<file path="src/rtl/frame_tx_if.sv">
// frame_tx request/ack handshake bundle.
// The master offers a payload word; the slave reports accept, busy and done.
interface frame_tx_if;
   logic [31:0] din_tx;
   logic        req_tx;
   logic        ack_tx;
   logic        busy_tx;
   logic        done_tx;

   modport master (
      output din_tx,
      output req_tx,
      input  ack_tx,
      input  busy_tx,
      input  done_tx
   );

   modport slave (
      input  din_tx,
      input  req_tx,
      output ack_tx,
      output busy_tx,
      output done_tx
   );
endinterface

</file>
<file path="src/rtl/frame_tx.sv">
// Frame transmitter: 4 header bytes plus a 32-bit payload, big-endian.
// Every byte goes out as UART 8N1 on txd, BAUD_DIV clocks per bit.
module frame_tx #(
   parameter int unsigned BAUD_DIV = 16,
   parameter logic [7:0]  H1       = 8'hC4,
   parameter logic [7:0]  H2       = 8'hC9,
   parameter logic [7:0]  H3       = 8'hCC,
   parameter logic [7:0]  H4       = 8'hD2
) (
   input  logic       clk,
   input  logic       rst,
   frame_tx_if.slave  bus,
   output logic       txd
);

   localparam int unsigned BW = $clog2(BAUD_DIV);
   localparam logic [BW-1:0] BAUD_LAST = BW'(BAUD_DIV - 1);

   typedef enum logic {IDLE, SEND} state_e;

   state_e          state_q, state_d;
   logic [BW-1:0]   baud_q, baud_d;
   logic [3:0]      bit_q, bit_d;
   logic [2:0]      byte_q, byte_d;
   logic [31:0]     shreg_q, shreg_d;
   logic            txd_q, txd_d;
   logic            ack_q, ack_d;
   logic            busy_q, busy_d;
   logic            done_q, done_d;
   logic [7:0]      cur_byte;

   always_comb begin
      cur_byte = H1;
      unique case (byte_q)
         3'd0: cur_byte = H1;
         3'd1: cur_byte = H2;
         3'd2: cur_byte = H3;
         3'd3: cur_byte = H4;
         3'd4: cur_byte = shreg_q[31:24];
         3'd5: cur_byte = shreg_q[23:16];
         3'd6: cur_byte = shreg_q[15:8];
         3'd7: cur_byte = shreg_q[7:0];
      endcase
   end

   // txd_d is the line level for the cycle after this edge
   always_comb begin
      state_d = state_q;
      baud_d  = baud_q;
      bit_d   = bit_q;
      byte_d  = byte_q;
      shreg_d = shreg_q;
      txd_d   = txd_q;
      busy_d  = busy_q;
      ack_d   = 1'b0;
      done_d  = 1'b0;
      unique case (state_q)
         IDLE: begin
            txd_d  = 1'b1;
            busy_d = 1'b0;
            if (bus.req_tx) begin
               shreg_d = bus.din_tx;
               ack_d   = 1'b1;
               busy_d  = 1'b1;
               txd_d   = 1'b0;
               state_d = SEND;
               baud_d  = '0;
               bit_d   = 4'd0;
               byte_d  = 3'd0;
            end
         end
         SEND: begin
            if (baud_q != BAUD_LAST) begin
               baud_d = baud_q + 1'b1;
            end else begin
               baud_d = '0;
               if (bit_q == 4'd9) begin
                  bit_d = 4'd0;
                  if (byte_q == 3'd7) begin
                     state_d = IDLE;
                     busy_d  = 1'b0;
                     done_d  = 1'b1;
                     txd_d   = 1'b1;
                     byte_d  = 3'd0;
                  end else begin
                     byte_d = byte_q + 3'd1;
                     txd_d  = 1'b0;
                  end
               end else begin
                  bit_d = bit_q + 4'd1;
                  txd_d = (bit_q < 4'd8) ? cur_byte[bit_q[2:0]] : 1'b1;
               end
            end
         end
      endcase
   end

   always_ff @(posedge clk) begin
      if (rst) begin
         state_q <= IDLE;
         baud_q  <= '0;
         bit_q   <= 4'd0;
         byte_q  <= 3'd0;
         shreg_q <= 32'd0;
         txd_q   <= 1'b1;
         ack_q   <= 1'b0;
         busy_q  <= 1'b0;
         done_q  <= 1'b0;
      end else begin
         state_q <= state_d;
         baud_q  <= baud_d;
         bit_q   <= bit_d;
         byte_q  <= byte_d;
         shreg_q <= shreg_d;
         txd_q   <= txd_d;
         ack_q   <= ack_d;
         busy_q  <= busy_d;
         done_q  <= done_d;
      end
   end

   assign bus.ack_tx  = ack_q;
   assign bus.busy_tx = busy_q;
   assign bus.done_tx = done_q;
   assign txd         = txd_q;

endmodule

</file>
<file path="src/flat_wrapper.sv">
// flat-port wrapper written by rule: the top's interface ports become plain ports
module frame_tx_flat 
#(
   parameter int unsigned BAUD_DIV = 16,
   parameter logic [7:0]  H1       = 8'hC4,
   parameter logic [7:0]  H2       = 8'hC9,
   parameter logic [7:0]  H3       = 8'hCC,
   parameter logic [7:0]  H4       = 8'hD2
)
  (clk, rst, txd, bus_din_tx, bus_req_tx, bus_ack_tx, bus_busy_tx, bus_done_tx);
  frame_tx_if bus_i ();
  input  logic clk;
  input  logic rst;
  output logic txd;
  input wire logic [$bits(bus_i.din_tx)-1:0] bus_din_tx;
  input wire logic [$bits(bus_i.req_tx)-1:0] bus_req_tx;
  output wire logic [$bits(bus_i.ack_tx)-1:0] bus_ack_tx;
  output wire logic [$bits(bus_i.busy_tx)-1:0] bus_busy_tx;
  output wire logic [$bits(bus_i.done_tx)-1:0] bus_done_tx;
  assign bus_i.din_tx = bus_din_tx;
  assign bus_i.req_tx = bus_req_tx;
  assign bus_ack_tx = bus_i.ack_tx;
  assign bus_busy_tx = bus_i.busy_tx;
  assign bus_done_tx = bus_i.done_tx;
  frame_tx #(.BAUD_DIV(BAUD_DIV), .H1(H1), .H2(H2), .H3(H3), .H4(H4)) u_core (.clk(clk), .rst(rst), .bus(bus_i), .txd(txd));
endmodule
</file>
<file path="config.mk">
export PLATFORM = sky130hd
export DESIGN_NAME = frame_tx_flat
export DESIGN_NICKNAME = d
export VERILOG_FILES = /design/src/rtl/frame_tx_if.sv /design/src/rtl/frame_tx.sv /design/src/flat_wrapper.sv
export SDC_FILE = /design/constraint.sdc
export NUM_CORES = 1
export LEC_CHECK = 0
export CORE_ASPECT_RATIO = 1.2
export CORE_MARGIN = 2
export CORE_UTILIZATION = 50
export DETAILED_ROUTE_END_ITERATION = 16
export PLACE_DENSITY = 0.77
export SYNTH_ARGS = -nofsm -noshare
export SYNTH_HDL_FRONTEND = slang
export SYNTH_SLANG_ARGS = --single-unit
</file>
<file path="constraint.sdc">
create_clock -name clk -period 6.2 [get_ports clk]
set_input_delay 0.62 -clock clk [delete_from_list [all_inputs] [get_ports clk]]
set_output_delay 0.62 -clock clk [all_outputs]
set_load 0.005 [all_outputs]
</file>
==> results of run 1 <==
==> metrics by stage <==
step,util (%),worst slack [ns]
3_5_place_dp,62.2,3.22
3_3_place_gp,62.2,3.34
6_report,65.3,3.56
4_1_cts,65.3,3.54
5_1_grt,65.3,3.37
2_1_floorplan,-,4.03
==> kinds of logic (layout without fill, tap and decap cells) <==
kind of cell | after synthesis | in the layout | share of synthesized area, %
AOI/OAI and AO/OA | 73 | 73 | 28.1
adders and majority gates | 10 | 10 | 6.04
muxes | 3 | 3 | 1.51
xor gates and xnor gates | 4 | 4 | 1.69
DFF | 48 | 48 | 46.3
and+or+nand+nor | 52 | 52 | 12.2
buffers and inverters | 21 | 54 | 4.16
==> synth_stat cells (all sizes together) (3+ instances only) <==
cell    number
ha          10
nand3        5
dfxtp       48
buf          4
nand2        8
inv          7
a22oi        6
nor3         8
nor2        17
a21oi       13
a22o        33
nor2b        3
clkbuf      10
o21ai        5
==> registers in the layout (all words and copies together), names as in the netlist <==
signal	cells
u_core.bus.done_tx	1
u_core.baud_q	4
u_core.state_q	1
u_core.bus.ack_tx	1
u_core.shreg_q	32
u_core.bit_q	4
u_core.byte_q	3
u_core.bus.busy_tx	1
u_core.txd	1
==> area by class of cell <==
| type | instances | area [µm²] | area share, % |
|---|---|---|---|
| inverter | 7 | 26.3 | 1.01 |
| clock inverter | 2 | 38.8 | 1.50 |
| sequential | 48 | 961 | 37.1 |
| multi-input combinational | 142 | 1030 | 39.7 |
| clock buffer | 6 | 82.6 | 3.19 |
| timing repair buffer | 39 | 388 | 15.0 |
| tap | 54 | 67.6 | 2.61 |
==> worst max-delay path, delay by kind of cell <==
family                 cells  cell delay, ns
buffers and inverters      1            0.50
and+or+nand+nor            2            1.33
AOI/OAI and AO/OA          2            0.42
==> layer usage <==
layer | vias to the layer above | GRT usage [%] | wire (µm)
met3 | 5 | 5.75 | 171
met4 | 0 | 6.67 | 71
li1 | 849 | - | -
met1 | 786 | 26.2 | 2080
met2 | 32 | 35.1 | 2160
met5 | - | 0 | 0
==> power by group <==
part | leakage (nW) | internal (W) | switching, W | total [W]
sequential | 0.393 | 0.000328 | 0.0000167 | 0.000345
clock | 0.0614 | 0.000132 | 0.000105 | 0.000237
combinational | 0.540 | 0.0000504 | 0.0000371 | 0.0000875
total | 0.995 | 0.000510 | 0.000159 | 0.000669
==> worst max-delay path by stage <==
| stage | endpoint | slack (ns) |
|---|---|---|
| 2_1_floorplan | u_core.txd | 4.03 |
| 3_3_place_gp | u_core.bus.busy_tx | 3.34 |
| 3_5_place_dp | u_core.bus.busy_tx | 3.22 |
| 4_1_cts | u_core.bus.busy_tx | 3.54 |
| 5_1_grt | u_core.bus.busy_tx | 3.37 |
| 6_report | u_core.bus.busy_tx | 3.56 |
==> flow_summary_export.csv, run 1 <==
group,metric,value,unit
run_status,status,"finished clean",
sta,rsz0062_at_grt,"false",
detailed_routing,vias_per_cell,5.61,
synth,syn_avg_cell_area,9.83,µm²
placement,dp_hpwl,3140,µm
pwr,total_power,0.000669,W
pwr,power.density,258,mW/mm²
worst_setup_path,critPathKind,"in -> reg",
worst_hold_path,hold_depth,1,
floorplanning,num_rows,25,
synth,synth.area.top_cells,"dfxtp_1, a22o_1, ha_1, nor2_1, a21oi_1",
synth,ys_ff_latch,48,
floorplanning,die_width,62.8,µm
synth,syn_area,0.00207,mm²
placement,placed_cells,290,
cells_and_area,fill_cells,342,
clock_network,cts_root_buf,"clkbuf_8",
worst_setup_path,crit_path_end_kind,"flop",
clock_network,post_cts_buffers,0,
pwr,ir_drop,0.000172,V
clock_network,cts_num_sinks,48,
floorplanning,initial_utilization,52.2,%
global_route,track_usage,20.8,%
synth,yosys.area.top_type_share,46.3,%
sta,finalCriticalPeriod,2.64,ns
worst_hold_path,hp-start,"u_core.shreg_q[6]",
cells_and_area,antenna_cells,0,
clock_network,clock_latency,0.31,ns
worst_hold_path,hold_end,"u_core.shreg_q[6]",
worst_setup_path,rr_endpoint,"u_core.txd",
global_route,grt_pass1_vias,1679,
synth,synthCells,211,
detailed_routing,drtIter0Drc,130,
cells_and_area,layout.nets,288,
synth,synthArstFlopShare,0,%
clock_network,path_clk_slew,0.08,ns
synth,ys_seq_area_share,46.3,%
flow_run,maxCapViolCount,0,
worst_setup_path,cp_data_arrival_time,2.87,ns
clock_network,cts_resized,0,
sta,final-hold-violation-count,0,
worst_setup_path,crit_slowest_cell,"and2_1",
cells_and_area,syn2layout_area_growth,25.0,%
detailed_routing,wl,4490,µm
detailed_routing,dr.pass1.iters,4,
placement,place.gp.congestion,0.806,
synth,synth_nets,256,
sta,setup_viol,0,
global_route,overflow,0,
worst_setup_path,regToRegSetupSlack,3.68,ns
sta,max_freq,378,MHz
cells_and_area,most-common-layout-cells,"dfxtp_1, clkdlybuf4s50_1, a22o_1, nor2_1, a21oi_1",
cells_and_area,final_common_cell,"dfxtp_1",
floorplanning,dieArea,0.00468,mm²
cells_and_area,stdcell_count,298,
clock_network,cts.path.max_buffers,2,
worst_setup_path,cp.required,6.43,ns
sta,slew_viol_final,0,
global_route,grt_first_pass_wirelength,7740,µm
synth,synth_flop_cell,"dfxtp_1",
clock_network,hold_buffers,0,
detailed_routing,avgRoutedWirePerCell,15.1,µm
floorplanning,ios,39,
synth,yosysTopAreaCell,"dfxtp_1",
pwr,power_leakage,0.995,nW
synth,synth_edf_count,0,
sta,fin_crit_sh,42.6,%
synth,yosys_warnings,0,
sta,finClkSkew,0.00694,ns
clock_network,tritoncts.num_buffers,5,
worst_setup_path,critPathMaxStageDelay,0.98,ns
worst_setup_path,cp-startpoint,"bus_req_tx",
worst_hold_path,holdCritPathClass,"reg -> reg",
worst_setup_path,worstRegToRegCells,8,
detailed_routing,vias,1672,
sta,slew_headroom,21.3,%
sta,fin_hold_ws,0.485,ns
sta,worst_slew_pin_slew,1.18,ns
worst_setup_path,path_cells,"clkdlybuf4s50_1, nor2b_1, and2_1, a31o_2, a21boi_0",
sta,finalSetupTns,0,ns
detailed_routing,drc,0,
worst_setup_path,rr_startpoint,"u_core.byte_q[2]",
global_route,grt_max_degree,35,
detailed_routing,final_antenna_net_count,0,
placement,place_area,0.00247,mm²
clock_network,tritoncts,"built",
cells_and_area,fin_area,0.00259,mm²
worst_setup_path,start_kind,"primary input",
worst_setup_path,cp_max_fo,34,
floorplanning,die-height,74.5,µm
clock_network,cts_max_level,2,
cells_and_area,drive_gt1_share,6.97,%
placement,port_buffers,38,
floorplanning,coreArea,0.00397,mm²
global_route,antenna_found_initial,0,
synth,synth.distinct_cells,39,
Power figures use the tool's default switching activity.
==> run 2: changes to the inputs <==
--- a/config.mk
+++ b/config.mk
@@ -7,9 +7,9 @@
 export LEC_CHECK = 0
 export CORE_ASPECT_RATIO = 1.2
 export CORE_MARGIN = 2
-export CORE_UTILIZATION = 50
+export CORE_UTILIZATION = 46
 export DETAILED_ROUTE_END_ITERATION = 16
-export PLACE_DENSITY = 0.77
+export PLACE_DENSITY = 0.75
 export SYNTH_ARGS = -nofsm -noshare
 export SYNTH_HDL_FRONTEND = slang
 export SYNTH_SLANG_ARGS = --single-unit
==> constraint.sdc (replaced) <==
create_clock -name clk -period 2.3 [get_ports clk]
set_input_delay 0.23 -clock clk [delete_from_list [all_inputs] [get_ports clk]]
set_output_delay 0.23 -clock clk [all_outputs]
set_load 0.005 [all_outputs]
==> run 2 against run 1 <==
Sequential power grew to 2.7 times the previous value; largest power group unchanged; combinational power rose to 2.9 times the previous value; sequential share of layout area fell by 1.0 points; total power rose to 2.6 times the previous value; core utilization shrank 3.0 points; critical endpoint is now u_core.txd; global-route usage is 1.2 points lower; clock power up 150%.
==> flow_summary_export.csv, run 2 (synthesis gave the netlist of run 1 again) <==
group,metric,value,unit
run_status,status,"finished clean",
detailed_routing,avgRoutedWirePerCell,14.9,µm
placement,port_buffers,38,
floorplanning,num_rows,26,
cells_and_area,multi_input_area,0.00104,mm²
global_route,grt_max_degree,33,
detailed_routing,dr.pass1.iters,4,
cells_and_area,final_common_cell,"dfxtp_1",
detailed_routing,drtIter0Drc,88,
worst_setup_path,regToRegSetupSlack,0.09,ns
cells_and_area,syn2layout_area_growth,29.0,%
clock_network,tritoncts,"built",
detailed_routing,vias,1749,
floorplanning,die-height,77.5,µm
worst_setup_path,cp_data_arrival_time,2.39,ns
worst_setup_path,cp_max_fo,5,
cells_and_area,stdcell_count,311,
worst_setup_path,critPathKind,"reg -> reg",
pwr,ir_drop,0.000551,V
cells_and_area,most-common-layout-cells,"dfxtp_1, clkdlybuf4s50_1, a22o_1, nor2_1",
sta,setup_viol,0,
worst_setup_path,critPathMaxStageDelay,0.37,ns
cells_and_area,seq_area,963,µm²
clock_network,cts.path.max_buffers,2,
worst_setup_path,cp.required,2.48,ns
pwr,power.density,662,mW/mm²
sta,final-hold-violation-count,0,
sta,fin_crit_sh,96.1,%
detailed_routing,drc,0,
global_route,grt_first_pass_wirelength,7800,µm
global_route,track_usage,19.6,%
sta,slew_headroom,72.7,%
global_route,overflow,0,
worst_hold_path,holdCritPathClass,"reg -> reg",
floorplanning,initial_utilization,48.3,%
cells_and_area,layout.nets,299,
placement,dp_hpwl,3400,µm
cells_and_area,largest_reg_flops,32,
global_route,grt_pass1_vias,1727,
pwr,power_leakage,1.04,nW
cells_and_area,drive_gt1_share,12.2,%
clock_network,clock_latency,0.30,ns
worst_setup_path,crit_slowest_cell,"dfxtp_2",
detailed_routing,final_antenna_net_count,0,
floorplanning,coreArea,0.00429,mm²
clock_network,cts_num_sinks,48,
clock_network,hold_buffers,0,
placement,placed_cells,303,
floorplanning,die_width,65.3,µm
global_route,antenna_found_initial,0,
floorplanning,ios,39,
worst_setup_path,start_kind,"flop",
clock_network,path_clk_slew,0.08,ns
flow_run,maxCapViolCount,0,
sta,finalSetupTns,0,ns
worst_setup_path,path_cells,"ha_1, ha_1, a21oi_2, o32a_1, a2111oi_2, a221oi_1, a2111oi_2, o41ai_1",
clock_network,tritoncts.num_buffers,5,
sta,slew_viol_final,0,
cells_and_area,largest_register,"u_core.shreg_q",
detailed_routing,wl,4630,µm
sta,rsz0062_at_grt,"false",
sta,finClkSkew,0.00413,ns
cells_and_area,top_regs,"u_core.shreg_q: 32 flops, u_core.baud_q: 4 flops, u_core.bit_q: 4 flops",
placement,place.gp.congestion,0.858,
detailed_routing,vias_per_cell,5.62,
clock_network,cts_max_level,2,
cells_and_area,antenna_cells,0,
sta,max_freq,452,MHz
worst_setup_path,crit_path_end_kind,"flop",
cells_and_area,fill_cells,380,
clock_network,cts_root_buf,"clkbuf_8",
sta,worst_slew_pin_slew,0.408,ns
floorplanning,dieArea,0.00506,mm²
sta,finalCriticalPeriod,2.21,ns
run 2: changes by cell type in the layout (fill, tap and decap cells not counted), sizes merged:
cell,delta
buf,+11
run 2: repair_timing:
action,CTS,global route
resized for setup,0,4
setup buffers,0,0
endpoints found under the setup margin,0,1
run 2: routing by layer:
| metal | GRT usage [%] | routed length (µm) |
|---|---|---|
| met1 | 24.2 | 2000 |
| met2 | 32.7 | 2390 |
| met3 | 5.51 | 164 |
| met4 | 6.46 | 76 |
| met5 | 0 | 0 |
run 2: report_power, final:
part | total, W | internal, W | switching [W]
clock | 0.000589 | 0.000322 | 0.000266
sequential | 0.000928 | 0.000885 | 0.0000428
combinational | 0.000254 | 0.000147 | 0.000107
run 2: critical path: cells and delay by family (launching register included):
kind,cells,cell delay [ns]
adders and majority gates,2,0.41
DFF,1,0.37
AOI/OAI and AO/OA,6,1.31
run 2: final cells by class:
class,instances,area share (%)
clock buffers,6,2.71
clock inverters,2,1.31
inverters,7,0.983
multi-input cells,142,38.7
flip-flops and latches,48,36.0
well taps,56,2.62
repair buffers,50,17.6
run 2: per-stage QoR:
stage / power [W] / util [%] / setup slack, ns / hold slack, ns / area, µm²
final: 0.00177 / 62.3 / 0.0886 / 0.485 / 2670
after global placement: 0.00120 / 59.5 / 0.146 / 0.457 / 2560
after detailed placement: 0.00120 / 59.5 / 0.0508 / 0.464 / 2560
after floorplan: 0.00108 / - / 0.131 / 0.356 / 2070
after CTS: 0.00178 / 62.0 / 0.0513 / 0.488 / 2660
after global routing: 0.00185 / 62.3 / 0.000617 / 0.502 / 2670
run 2: path summary, 6_finish.rpt:
kind / from / end / cells past startpoint
max: u_core.byte_q[0] / u_core.txd / 8
min: u_core.shreg_q[18] / u_core.shreg_q[18] / 1
max reg2reg: u_core.byte_q[0] / u_core.txd / 8
min reg2reg: u_core.shreg_q[18] / u_core.shreg_q[18] / 1
==> edit 1 (flow settings as in run 1) <==
`BAUD_DIV` is set to 16 in 2 places; all go to 64.
--- a/src/rtl/frame_tx.sv
+++ b/src/rtl/frame_tx.sv
@@ -3,3 +3,3 @@
 module frame_tx #(
-   parameter int unsigned BAUD_DIV = 16,
+   parameter int unsigned BAUD_DIV = 64,
    parameter logic [7:0]  H1       = 8'hC4,
--- a/src/flat_wrapper.sv
+++ b/src/flat_wrapper.sv
@@ -3,3 +3,3 @@
 #(
-   parameter int unsigned BAUD_DIV = 16,
+   parameter int unsigned BAUD_DIV = 64,
    parameter logic [7:0]  H1       = 8'hC4,
Behaviour: same outputs for any inputs over 10 cycles, from zero or initial values and one cycle with rst high; that may be too few to reach the edited logic, so the function may still have changed.
==> edit 1 against run 1 <==
  * Synthesized area grew 6.3%
  * Design area grew 3.1%
  * Clock power shrank 17%
  * Count of clock-buffer cells in the layout is the same
  * Sequential cell count grew 2
  * Fmax grew 4.6%
  * Power shrank 4.7%
  * Worst setup slack gained 0.12 ns
  * Wire length grew 6.0%
  * Critical path type unchanged
==> edit 1: results (changes against run 1) <==
CTS root buf clkbuf_8; fillers 381 (+11%); top cells by area, synth dfxtp_1 45%, a22o_1 13%, ha_1 5.7%; dpl ws 3.36 ns (+0.139 ns); Hold Worst Slack 0.488 ns (+0.00232 ns); static leakage 1.02 nW (+2.1%); Power Clock 0.196 mW (-17%); dpl cell area 2580 sq um (+4.4%); ANT cells 0 (unchanged); Top Registers u_core.shreg_q (32), u_core.baud_q (6), u_core.bit_q (4); Worst R2R Setup Slack 3.80 ns (+0.12 ns); Syn Nets 268 (+4.7%); comb pwr 0.0833 mW (-4.8%); WHS Endpoint u_core.shreg_q[3]; via count 1787 (+6.9%); nets 297 (+3.1%); initial drt markers 95 (-27%); Hold Path Depth 1 (unchanged); total track usage 20.4% (-0.42 points); Synth top cells by count 50 x dfxtp_1, 33 x a22o_1, 17 x nor2_1, 11 x clkbuf_1, 11 x nand2_1; YS warnings 0 (unchanged); I/O Buffers 38 (unchanged); share of async-settable or async-resettable flops after synthesis 0% (unchanged); worst r2r dst u_core.txd; first-pass GRT wire length 7.99 mm (+3.2%); worst vdd ir 0.161 mV (-6.4%); TritonCTS Buffers 5 (unchanged); Worst-Skew Late Latency 0.30 ns; outcome complete, no violations; clock skew 0.00897 ns (+0.00202 ns); drt wl/cell 15.4 um (+2.2%); dpl hpwl 3.42 mm (+8.6%); R2R cell count 8 (unchanged); clock buffer depth 2 (unchanged); drt first pass iters 4 (unchanged); largest net degree at the start of global routing 35 (unchanged); vias in the first global route 1748 (+4.1%); Reg clk slew, reported paths 0.09 ns; routability cong. 0.906 (+12%); Hold Path Class reg -> reg; share of cells above drive strength 1 5.93% (-1.0 points); initial antenna violation count 0 (unchanged); Reg-to-Reg Start u_core.byte_q[0]; Post-CTS Resized 0 (unchanged); Post-CTS Setup Bufs 0 (unchanged); synth unique cells 51 (+31%); slowest stage cell, crit path and2_1; Max FO, Critical Path 34 (unchanged); hold path startpoint u_core.shreg_q[3]; Net Switching 0.159 mW (+0.39%); post-synthesis sequential area ratio 45.4% (-0.95 points); H-tree depth 2 (unchanged); Worst-Margin Slew 1.27 ns (+0.0892 ns); CP max stage delay 0.95 ns (-0.03 ns); delay-heaviest family, CP simple AND/OR/NAND/NOR gates
[edit 1: layout make-up]
| cell class | count | area (sq um) | area share (%) |
|---|---|---|---|
| multi-input cells | 150 | 1100 | 41.2 |
| clock buffers | 6 | 82.6 | 3.09 |
| repair buffers | 38 | 380 | 14.2 |
| well taps | 56 | 70.1 | 2.62 |
| flip-flops and latches | 50 | 1000 | 37.4 |
| inverters | 7 | 26.3 | 0.983 |
| clock inverters | 2 | 12.5 | 0.468 |
[edit 1: per-layer routing]
metal / global-route usage [%] / share of wire, % / wire (um) / vias to the layer above
li1: - / - / - / 902
met1: 25.4 / 45 / 2140 / 819
met2: 33.5 / 48 / 2270 / 55
met3: 4.84 / 4.8 / 229 / 11
met4: 8.30 / 2.5 / 121 / 0
met5: 0 / 0 / 0 / -
[edit 1: logic make-up (layout without fill, tap and decap cells)]
kind of cell               Yosys count  count (layout)  synth area share [%]
DFF                                 50              50                  45.4
buffers and inverters               23              53                  4.77
adders and majority gates           10              10                  5.68
and+or+nand+nor                     56              56                  13.8
AOI/OAI and AO/OA                   80              80                  28.8
xor gates and xnor gates             4               4                  1.59
[edit 1: worst max-delay path by stage]
stage | start | endpoint | slack, ns | cells after the start
after detailed placement | bus_req_tx | u_core.bus.busy_tx | 3.36 | 5
after global routing | rst | u_core.bus.busy_tx | 3.53 | 5
final | bus_req_tx | u_core.bus.busy_tx | 3.67 | 5
after floorplan | u_core.byte_q[0] | u_core.txd | 4.12 | 8
after CTS | bus_req_tx | u_core.bus.busy_tx | 3.67 | 5
after global placement | bus_req_tx | u_core.bus.busy_tx | 3.38 | 5
[edit 1: stage by stage]
stage | std cells | power [mW]
finish | 309 | 0.638
global route | 309 | 0.669
CTS | 309 | 0.644
detailed placement | 301 | 0.449
global placement | 301 | 0.448
floorplan | 223 | 0.411
==> edit 2 (flow settings as in run 1) <==
Made on the original files. Register the output `txd` once more, with the module's reset; this adds one clock of latency there. The other outputs are not delayed to match.
--- a/src/rtl/frame_tx.sv
+++ b/src/rtl/frame_tx.sv
@@ -124,3 +124,9 @@
    assign bus.done_tx = done_q;
-   assign txd         = txd_q;
+   always_ff @(posedge clk) begin
+      if (rst) begin
+         txd <= '0;
+      end else begin
+         txd <= txd_q;
+      end
+   end
 
Function: changed (Yosys sat finds a counterexample within 4 cycles, from zero or initial values and one cycle with rst high).
==> edit 2 against run 1 <==
  * Clock power shrank 22%
  * Sequential cell count grew 1
  * Power shrank 9.3%
  * Synthesized area grew 2.9%
  * Worst setup slack gained 0.65 ns
  * Global-route usage shrank 0.75 points
  * Sequential share of layout area grew 0.20 points
  * Wire length grew 0.91%
  * Design area grew 1.5%
==> edit 2: results (changes against run 1) <==
Reg clk slew, reported paths 0.08 ns (about the same); delay-heaviest family, CP compound AO/OA/AOI/OAI gates; dpl cell area 2550 sq um (+3.0%); share of cells above drive strength 1 6.94% (-0.028 points); slowest stage cell, crit path dfxtp_1; Vias/cell 5.61 (about the same); nets 290 (+0.69%); total wire length 4.53 mm (+0.91%); largest net degree at the start of global routing 34 (-2.9%); Max FO, Critical Path 11 (-68%); CP max stage delay 0.40 ns (-0.58 ns); Syn Nets 257 (+0.39%); synth unique cells 45 (+15%); initial drt markers 101 (-22%); fillers 388 (+13%); Slew headroom 67.8% (+46 points); routability cong. 0.893 (+11%); total track usage 20.0% (-0.75 points); static leakage 1.01 nW (+1.3%); vias in the first global route 1622 (-3.4%); clock skew 0.00343 ns (-0.00351 ns); top cells by area, synth dfxtp_1 46%, a22o_1 14%, ha_1 5.9%; outcome complete, no violations; Crit path arrival time 2.18 ns (-0.69 ns); Met1 Routed Length 2.05 mm (-1.3%); first-pass GRT wire length 7.37 mm (-4.8%); Synth top cells by count 49 x dfxtp_1, 33 x a22o_1, 13 x nor2_1, 11 x nand2_1, 10 x ha_1; met3 WL 155 um (-9.4%)
-- edit 2: changes by cell type in the layout (fill, tap and decap cells not counted), sizes merged, moves of 2 or more --
cell / before / now
a211oi: 1 / 4
nor3b: 1 / 3
a311oi: 0 / 2
inv: 7 / 5
nor2b: 3 / 5
nand2: 8 / 12
a2111oi: 2 / 0
nor3: 8 / 2
o21a: 0 / 2
nand4: 0 / 3
and4: 0 / 2
nor2: 17 / 13
a21oi: 13 / 8
a31oi: 0 / 3
-- edit 2: worst paths after layout --
kind                           start  slack [ns]                 end  cells after the start
setup / recovery    u_core.byte_q[1]        4.21        u_core.txd_q                      7
hold / removal    u_core.shreg_q[17]        0.49  u_core.shreg_q[17]                      1
setup reg to reg    u_core.byte_q[1]        4.21        u_core.txd_q                      7
hold reg to reg   u_core.shreg_q[17]        0.49  u_core.shreg_q[17]                      1
-- edit 2: metal layers --
metal / GRT usage (%) / vias to the layer above
met4: 8.94 / 0
met2: 34.9 / 35
li1: - / 858
met5: 0 / -
met1: 24.3 / 789
met3: 4.14 / 6
-- edit 2: kinds of logic (layout without fill, tap and decap cells) --
logic type               after synthesis  in the layout  synth area share (%)
multiplexers                           3              3                  1.64
XOR/XNOR                               4              4                  1.64
buffers and inverters                 20             53                  4.40
adder cells (fa/ha/maj)               10             10                  5.87
flip-flops                            49             49                  46.0
AND/OR/NAND/NOR                       53             53                  13.0
AO/OA/AOI/OAI                         73             73                  27.4
-- edit 2: where the power goes --
group / internal (mW) / leakage, nW / switching (mW)
clock network: 0.0886 / 0.0443 / 0.0961
registers: 0.332 / 0.402 / 0.0143
logic: 0.0454 / 0.562 / 0.0307
-- edit 2: cell type report --
| cell class | instances | area [sq um] | area share, % |
|---|---|---|---|
| sequential | 49 | 981 | 37.3 |
| tap | 56 | 70.1 | 2.66 |
| timing repair buffer | 40 | 395 | 15.0 |
| multi-input combinational | 143 | 1060 | 40.4 |
| clock buffer | 7 | 86.3 | 3.28 |
| inverter | 6 | 36.3 | 1.38 |
-- edit 2: through the flow --
stage	hold slack (ns)	instances	worst slack (ns)
floorplan	0.438	212	4.36
global placement	0.463	294	4.04
detailed placement	0.465	294	3.98
CTS	0.488	301	4.19
global route	0.507	301	4.03
finish	0.487	301	4.21
